[config.mk]
export PLATFORM = sky130hd
export DESIGN_NAME = keypad_scanner
export DESIGN_NICKNAME = d
export VERILOG_FILES = /design/src/rtl/keypad_pkg.sv /design/src/rtl/keypad_scanner_sync_2ff.sv /design/src/rtl/keypad_scanner.sv
export SDC_FILE = /design/constraint.sdc
export NUM_CORES = 1
export LEC_CHECK = 0
export ABC_AREA = 1
export CORE_ASPECT_RATIO = 1.1
export CORE_MARGIN = 3
export CORE_UTILIZATION = 55
export CTS_CLUSTER_SIZE = 28
export DETAILED_ROUTE_END_ITERATION = 8
export HOLD_SLACK_MARGIN = 0.1
export PLACE_DENSITY = 0.87
export REMOVE_ABC_BUFFERS = 1
export SETUP_SLACK_MARGIN = 0.05
export SLEW_MARGIN = 20
export SYNTH_ARGS = -nofsm -noshare
export SYNTH_HDL_FRONTEND = slang
export SYNTH_SLANG_ARGS = --single-unit
[constraint.sdc]
create_clock -name clock -period 2.3 [get_ports clock]
set_input_delay 0.345 -clock clock [delete_from_list [all_inputs] [get_ports clock]]
set_output_delay 0.345 -clock clock [all_outputs]
set_load 0.02 [all_outputs]
[src/rtl/keypad_pkg.sv]
// Shared types and helpers for the 4x4 hex keypad scanner.
package keypad_pkg;

    typedef enum logic [1:0] {
        StScan,
        StDebounce,
        StPressed
    } state_e;

    // Index of the single set bit; 0 when none is set.
    function automatic logic [1:0] onehot_to_idx(input logic [3:0] onehot);
        logic [1:0] idx;
        idx = 2'd0;
        for (int i = 0; i < 4; i++) begin
            if (onehot[i]) begin
                idx = 2'(i);
            end
        end
        return idx;
    endfunction

    // Column bit 0 is the leftmost keypad column; col_oh is active-high.
    function automatic logic [3:0] key_map(input logic [1:0] row_idx, input logic [3:0] col_oh);
        logic [3:0] code;
        code = 4'h0;
        case ({row_idx, onehot_to_idx(col_oh)})
            4'b00_00: code = 4'h1;
            4'b00_01: code = 4'h2;
            4'b00_10: code = 4'h3;
            4'b00_11: code = 4'hA;
            4'b01_00: code = 4'h4;
            4'b01_01: code = 4'h5;
            4'b01_10: code = 4'h6;
            4'b01_11: code = 4'hB;
            4'b10_00: code = 4'h7;
            4'b10_01: code = 4'h8;
            4'b10_10: code = 4'h9;
            4'b10_11: code = 4'hC;
            4'b11_00: code = 4'h0;
            4'b11_01: code = 4'hF;
            4'b11_10: code = 4'hE;
            4'b11_11: code = 4'hD;
        endcase
        return code;
    endfunction

endpackage

[src/rtl/keypad_scanner_sync_2ff.sv]
// Two-stage synchronizer for the asynchronous keypad column returns.
module sync_2ff #(
    parameter int unsigned          WIDTH       = 4,
    parameter logic [WIDTH-1:0]     RESET_VALUE = '1
) (
    input  logic             clock,
    input  logic             reset,
    input  logic [WIDTH-1:0] d,
    output logic [WIDTH-1:0] q
);

    logic [WIDTH-1:0] meta_q;
    logic [WIDTH-1:0] sync_q;

    always_ff @(posedge clock) begin
        if (reset) begin
            meta_q <= RESET_VALUE;
            sync_q <= RESET_VALUE;
        end else begin
            meta_q <= d;
            sync_q <= meta_q;
        end
    end

    assign q = sync_q;

endmodule

[src/rtl/keypad_scanner.sv]
// 4x4 keypad scanner: row strobe, debounce, hex encode and 4-digit key history.
import keypad_pkg::*;

module keypad_scanner #(
    parameter int unsigned SCAN_DIV        = 1000,
    parameter int unsigned DEBOUNCE_CYCLES = 100000
) (
    input  logic       clock,
    input  logic       reset,
    input  logic [3:0] col,
    output logic [3:0] row,
    output logic [3:0] key_code,
    output logic       key_valid,
    output logic       key_held,
    output logic [3:0] digit_1,
    output logic [3:0] digit_2,
    output logic [3:0] digit_3,
    output logic [3:0] digit_4
);

    localparam int unsigned DwellW = (SCAN_DIV > 1) ? $clog2(SCAN_DIV) : 1;
    localparam int unsigned DebW   = (DEBOUNCE_CYCLES > 1) ? $clog2(DEBOUNCE_CYCLES) : 1;
    localparam logic [DwellW-1:0] DwellLast = DwellW'(SCAN_DIV - 1);
    localparam logic [DebW-1:0]   DebLast   = DebW'(DEBOUNCE_CYCLES - 1);

    logic [3:0] col_s;

    sync_2ff #(
        .WIDTH       (4),
        .RESET_VALUE (4'hF)
    ) u_col_sync (
        .clock (clock),
        .reset (reset),
        .d     (col),
        .q     (col_s)
    );

    state_e            state_q, state_d;
    logic [1:0]        row_idx_q, row_idx_d;
    logic [DwellW-1:0] dwell_q, dwell_d;
    logic [DebW-1:0]   deb_q, deb_d;
    logic [1:0]        cand_row_q, cand_row_d;
    logic [3:0]        cand_col_q, cand_col_d;
    logic [3:0]        key_code_q, key_code_d;
    logic              key_valid_q, key_valid_d;
    logic [3:0][3:0]   digits_q, digits_d;

    logic [3:0] col_low;
    logic       single_low;
    logic [3:0] new_code;

    assign col_low    = ~col_s;
    assign single_low = (col_low != 4'h0) && ((col_low & (col_low - 4'h1)) == 4'h0);
    assign new_code   = key_map(cand_row_q, ~cand_col_q);

    always_ff @(posedge clock) begin
        if (reset) begin
            state_q     <= StScan;
            row_idx_q   <= 2'd0;
            dwell_q     <= '0;
            deb_q       <= '0;
            cand_row_q  <= 2'd0;
            cand_col_q  <= 4'hF;
            key_code_q  <= 4'h0;
            key_valid_q <= 1'b0;
            digits_q    <= '0;
        end else begin
            state_q     <= state_d;
            row_idx_q   <= row_idx_d;
            dwell_q     <= dwell_d;
            deb_q       <= deb_d;
            cand_row_q  <= cand_row_d;
            cand_col_q  <= cand_col_d;
            key_code_q  <= key_code_d;
            key_valid_q <= key_valid_d;
            digits_q    <= digits_d;
        end
    end

    always_comb begin
        state_d     = state_q;
        row_idx_d   = row_idx_q;
        dwell_d     = dwell_q;
        deb_d       = deb_q;
        cand_row_d  = cand_row_q;
        cand_col_d  = cand_col_q;
        key_code_d  = key_code_q;
        key_valid_d = 1'b0;
        digits_d    = digits_q;

        case (state_q)
            StScan: begin
                if (dwell_q == DwellLast) begin
                    dwell_d = '0;
                    if (single_low) begin
                        // Hold the row so the same key keeps driving col during debounce.
                        cand_row_d = row_idx_q;
                        cand_col_d = col_s;
                        deb_d      = '0;
                        state_d    = StDebounce;
                    end else begin
                        row_idx_d = row_idx_q + 2'd1;
                    end
                end else begin
                    dwell_d = dwell_q + 1'b1;
                end
            end

            StDebounce: begin
                if (col_s == cand_col_q) begin
                    if (deb_q == DebLast) begin
                        state_d     = StPressed;
                        deb_d       = '0;
                        key_valid_d = 1'b1;
                        key_code_d  = new_code;
                        digits_d    = {digits_q[2:0], new_code};
                    end else begin
                        deb_d = deb_q + 1'b1;
                    end
                end else begin
                    state_d   = StScan;
                    row_idx_d = row_idx_q + 2'd1;
                    dwell_d   = '0;
                end
            end

            StPressed: begin
                // Any other key on the frozen row just keeps the release count at zero.
                if (col_s == 4'hF) begin
                    if (deb_q == DebLast) begin
                        state_d   = StScan;
                        deb_d     = '0;
                        row_idx_d = row_idx_q + 2'd1;
                        dwell_d   = '0;
                    end else begin
                        deb_d = deb_q + 1'b1;
                    end
                end else begin
                    deb_d = '0;
                end
            end

            default: begin
                state_d = StScan;
            end
        endcase
    end

    assign row       = ~(4'b0001 << row_idx_q);
    assign key_code  = key_code_q;
    assign key_valid = key_valid_q;
    assign key_held  = (state_q == StPressed);
    assign digit_1   = digits_q[0];
    assign digit_2   = digits_q[1];
    assign digit_3   = digits_q[2];
    assign digit_4   = digits_q[3];

endmodule
---- Word level (Yosys, flattened, before mapping) ----
Memories as Yosys holds them, arrays and structs flattened. A register that Yosys moved wholly into a read port is not among the register bits.
Index checks and enable logic that the tools add are counted.
cells by class
  reductions and logical operators ........ 12
  bitwise gates (word level) .............. 6
  shift-type cells ........................ 1
  equality and inequality tests ........... 14
  $add $sub $neg .......................... 4
  multiplexer cells ....................... 28
operators with widths
  cell                   number
  $mux 17                5
  $pmux 17 s3            1
  $mux 10                4
  $pmux 10 s3            1
  $mux 2                 13
  $add 17x1->17 const B  1
  $eq 17x17->1 const B   1
  $not 4->4              3
  $pmux 2 s3             2
  $add 10x1->10 const B  1
  $eq 10x10->1 const B   1
  $ne 2x2->1 const B     5
  $reduce_and 4->1       2
  $reduce_and 3->1       2
  $reduce_and 6->1       1
  $reduce_and 5->1       1
  $and 4x4->4            1
  $eq 4x4->1             1
  $eq 4x4->1 const B     1
  $logic_not 4->1        1
  $ne 2x1->1 const B     2
  $reduce_bool 4->1      1
  $shl 1x2->4 const A    1
  $sub 4x1->4 const B    1
  10 further kinds       12
word-level totals
  word-level logic and storage cells ...... 78
  memories kept ........................... 1
  output and inout port bits .............. 26
  register bits ........................... 58
  ROM bits ................................ 64
  bits of input ports ..................... 6
memory list
  name             depth  width  rd ports  clocked after Yosys merged registers in  write ports  line              text
  (no name shown)  16     4      1         1                                        0            keypad_pkg.sv:26  case ({row_idx, onehot_to_idx(col_oh)})

---- Depth between registers and ports, before layout ----
  depth after elaboration ................. 8
  gate-level depth with buffers ........... 12
  mapped depth without buffers ............ 12

---- Cells and area by module ----
Synthesis repeated with hierarchy kept, for this count alone.
second synthesis, totals
  cells, all modules ...................... 538
  area total of the unflattened synthesis .. 3,642.2 um^2
modules (own cells, without submodules)
  module          cells each  area an instance (um^2)  seq. area each (um^2)  times used
  keypad_scanner  513         3,418.3                  1,081.0                1
  sync_2ff        25          224.0                    160.2                  1

---- Least setup slack after synthesis ----
Ideal clock, no wire load.
  path type ............................... flip-flop to flip-flop
  start point ............................. register deb_q[0]
  end point ............................... register dwell_q[0]
  slack ................................... 702 ps
  path buffers ............................ 1
  arrival time ............................ 1,483 ps
  data required time ...................... 2,184 ps
  library setup time ...................... 116 ps
  stages on the path, launching flop included .. 12
  period minus slack after synthesis ...... 1,598 ps
  path through ............................ dfxtp_1 > ha_1 > nand2_2 > nor2_4 > inv_2 > nor2_4 > nand3_4 > nand2_4 > nand2_2 > buf_6 > a21oi_2 > nor2_1
on the way
  cells in the longest elaborated chain, start to end .. 3
ends and longest elaborated chain
  what                               line                   text
  from (decl)                        keypad_scanner.sv:41   logic [DebW-1:0] deb_q, deb_d;
  from (signal assigned)             keypad_scanner.sv:61   deb_q <= '0;
  from (signal assigned)             keypad_scanner.sv:71   deb_q <= deb_d;
  $eq 17x17->1                       keypad_scanner.sv:130  if (deb_q == DebLast) begin
  $ne 2x1->1 (no source line)        --
  $reduce_and 4->1 (no source line)  --
  to (signal assigned)               keypad_scanner.sv:70   dwell_q <= dwell_d;
  to (decl)                          keypad_scanner.sv:40   logic [DwellW-1:0] dwell_q, dwell_d;
No other way between the ends.
A chain may end at the register's enable or synchronous reset.

---- Worst setup path in the final report ----
  start point ............................. register state_q[1]
  end point ............................... output key_held
on the way
  cells in the longest elaborated chain, start to end .. 1
ends and longest elaborated chain
  what                    line                   text
  from (decl)             keypad_scanner.sv:38   state_e state_q, state_d;
  from (signal assigned)  keypad_scanner.sv:58   state_q <= StScan;
  from (signal assigned)  keypad_scanner.sv:68   state_q <= state_d;
  $eq 2x2->1              keypad_scanner.sv:152  assign key_held = (state_q == StPressed);
  to (decl)               keypad_scanner.sv:14   output logic key_held,
No other way between the ends.

==> results.txt <==
status - finished clean
critical-path cell list - ha_1 -> clkdlybuf4s50_1
Fmax - 462.5 MHz
Worst-Margin Slew - 0.5607 ns
Yosys top cell by area - dfxtp_1
first-pass GRT wire length - 13100 µm
share of the synthesized area in the top cell type - 35.70%
clock sink count - 62
Synth Cell Area - 3477 µm²
GRT Util Overall - 23.26%
via count - 3240
DRT Pass-1 Iters - 6
register area share after synthesis - 35.70%
YS warnings - 0
delay-heaviest family, CP - buffers and inverters
Slew headroom - 62.22%
# IOs - 32
drt total wl - 7689 µm
Worst VDD drop - 0.4692 mV
Distinct cells, synth - 36
Inserted Diodes - 0
pin count of the biggest net entering global routing - 22
CTS Buf Count - 9
Mapped Cells - 500
number of global-route vias before repair - 3028
Post-synth top flop - dfxtp_1
antenna violations before repair - 0
Post-DP HPWL - 5538 µm
total internal power - 1.644 mW
remaining global-route overflow - 0
CTS Hold Bufs - 0
Avg Inst Size Synth - 6.954 µm²
Std-Cell Rows - 29
Crit Path Max Fanout - 4
Worst Setup End Kind - output pin
post-route setup TNS - 0 ns
max-cap viol count - 0
# DRC - 0
Yosys reg bits - 62
Worst path slowest cell - clkdlybuf4s50_1
Critical Path AT - 1.82 ns
Layout Nets - 549
Final ANT Viol Nets - 0
starting density of the core - 58.43%
initial DRC count - 150
min cycle time layout - 2.162 ns
CP max stage delay - 0.67 ns
Clock Tree Buf Depth - 2
Avg WL per Cell - 12.58 µm
layout cells sized above 1 - 11.42%
Slew Limit Fails - 0
vias per cell - 5.303
core area - 5951 µm²
Tcrit/Tclk final - 94.00%
worst-skew pair later-pin latency - 0.35 ns
Worst Path Buf+Inv - 1
Port Buffer Count - 31
Async S/R FF share, synth - 0%
Die H - 89.39 µm
TritonCTS clock tree - yes
Final Skew - 0.01178 ns
count leader, synth - nand2_1
Root Buffer - clkbuf_8
unrepaired setup endpoints after global routing - no
sequential fraction of design power - 51.2%
setup violators final - 0
Final Hold Viols - 0
Clk pwr share - 44.5%
startpoint types - flop
Place WS - 0.3911 ns
PD cells - 533.8 nW/µm²
Synth top cells by count - nand2_1 (118), inv_1 (68), dfxtp_1 (62)
Net Sw Power - 491.8 µW
DIE AREA - 7313 µm²
Worst Hold Class - reg -> reg
Sw Ratio - 23.02%
post-CTS sizing - 0
CTS clk-pin slew, worst paths - 0.07 ns
Layout fillers - 522
min setup slack post-route - 0.1379 ns
DIE WIDTH - 81.81 µm
top cells by area, synth - dfxtp_1 (36%), nand2_1 (13%), inv_1 (7.3%)
GPL Wtd Cong - 0.9179
htree depth - 3
Power Total - 2.136 mW
Worst EP required - 1.96 ns
placed instance area - 3811 µm²
leakage - 1.677 nW
fin area - 4001 µm²
EDFF count, synth - 0
Worst Setup Path Type - reg -> out
Logic pwr share - 4.2%
Syn-to-layout area delta - 15.08%
Setup Fix Bufs, Post-CTS - 0
==> sequential cells by signal, indices dropped and copies added (netlist names) <==
signal,cells
u_col_sync.q,4
cand_row_q,2
row_idx_q,2
digit_4,4
state_q,2
cand_col_q,4
u_col_sync.meta_q,4
key_valid,1
digit_2,4
digit_1,4
deb_q,17
digit_3,4
dwell_q,10
==> cell families (layout without fill, tap and decap cells) <==
| logic type | count (synthesis) | count (layout) | synth area share, % |
|---|---|---|---|
| AOI/OAI and AO/OA | 86 | 86 | 14.36 |
| xor gates and xnor gates | 4 | 4 | 1.008 |
| adders and majority gates | 13 | 13 | 4.678 |
| buffers and inverters | 87 | 121 | 10.51 |
| DFF | 62 | 62 | 35.70 |
| and+or+nand+nor | 248 | 248 | 33.75 |
==> worst reg2reg max path, stage by stage (launching register included) <==
cell,delay [ns]
dfxtp_1,0.43
inv_1,0.09
ha_1,0.43
inv_1,0.09
a21oi_1,0.20
nand2_2,0.16
nor2_4,0.22
nand2_1,0.11
nand3_1,0.11
nand2_1,0.06
inv_1,0.05
==> per-stage QoR <==
stage               cells  util [%]  hold slack [ns]
floorplan             485         -           0.3832
global placement      596     64.05           0.3855
detailed placement    596     64.05           0.3943
CTS                   611     67.24           0.4106
global route          611     67.24           0.4287
finish                611     67.24           0.4066
==> path summary, 6_finish.rpt <==
check	from	end	slack, ns	cells past startpoint
setup / recovery	state_q[1]	key_held	0.14	2
hold / removal	u_col_sync.meta_q[2]	u_col_sync.q[2]	0.41	1
hold reg to reg	u_col_sync.meta_q[2]	u_col_sync.q[2]	0.41	1
setup reg to reg	state_q[1]	deb_q[7]	0.32	10
==> power groups by stage <==
stage                     Clock [mW]  Combinational [mW]  Sequential, mW
final                          0.951              0.0904            1.09
after global routing            1.01               0.101            1.09
after CTS                      0.965              0.0900            1.09
after detailed placement           0              0.0880            1.12
after global placement             0              0.0853            1.12
after floorplan                    0              0.0567            1.12
==> cells in the final DEF, fill, tap and decap left out, types with 2 or more instances in the layout <==
| master | n |
|---|---|
| nor2_1 | 52 |
| o21bai_4 | 2 |
| clkdlybuf4s50_1 | 31 |
| o21ai_2 | 2 |
| nand2_2 | 9 |
| nor3_1 | 2 |
| nand3_2 | 4 |
| nand2_4 | 2 |
| clkinvlp_4 | 2 |
| a21oi_1 | 32 |
| inv_1 | 68 |
| o21ai_0 | 38 |
| o21bai_1 | 5 |
| buf_4 | 3 |
| nand4_1 | 4 |
| dfxtp_1 | 62 |
| clkbuf_8 | 10 |
| nand3_4 | 2 |
| clkbuf_1 | 2 |
| inv_2 | 4 |
| nand2_1 | 118 |
| nor3b_1 | 2 |
| ha_1 | 13 |
| nand3_1 | 31 |
| xor2_1 | 3 |
| or2_1 | 5 |
| nor2_2 | 7 |
| nor2_4 | 5 |
| o21ai_1 | 3 |
| or2_2 | 4 |
==> metal layers <==
| layer | vias up | global-route usage, % | wire, µm | part of all wire, % |
|---|---|---|---|---|
| met5 | - | 0 | 0 | 0 |
| met4 | 0 | 12.69 | 195 | 2.5 |
| met3 | 22 | 4.335 | 376 | 4.9 |
| met2 | 88 | 40.19 | 3890 | 51 |
| met1 | 1496 | 26.99 | 3226 | 42 |
| li1 | 1634 | - | - | - |
==> cell type report <==
type / instances / area [µm²] / area share [%]
multi-input cells: 351 / 1871 / 46.75
flip-flops and latches: 62 / 1241 / 31.02
repair buffers: 34 / 332.8 / 8.318
inverters: 72 / 270.3 / 6.754
clock buffers: 12 / 145.1 / 3.627
well taps: 77 / 96.34 / 2.408
clock inverters: 3 / 45.04 / 1.126
Power figures use the tool's default switching activity.
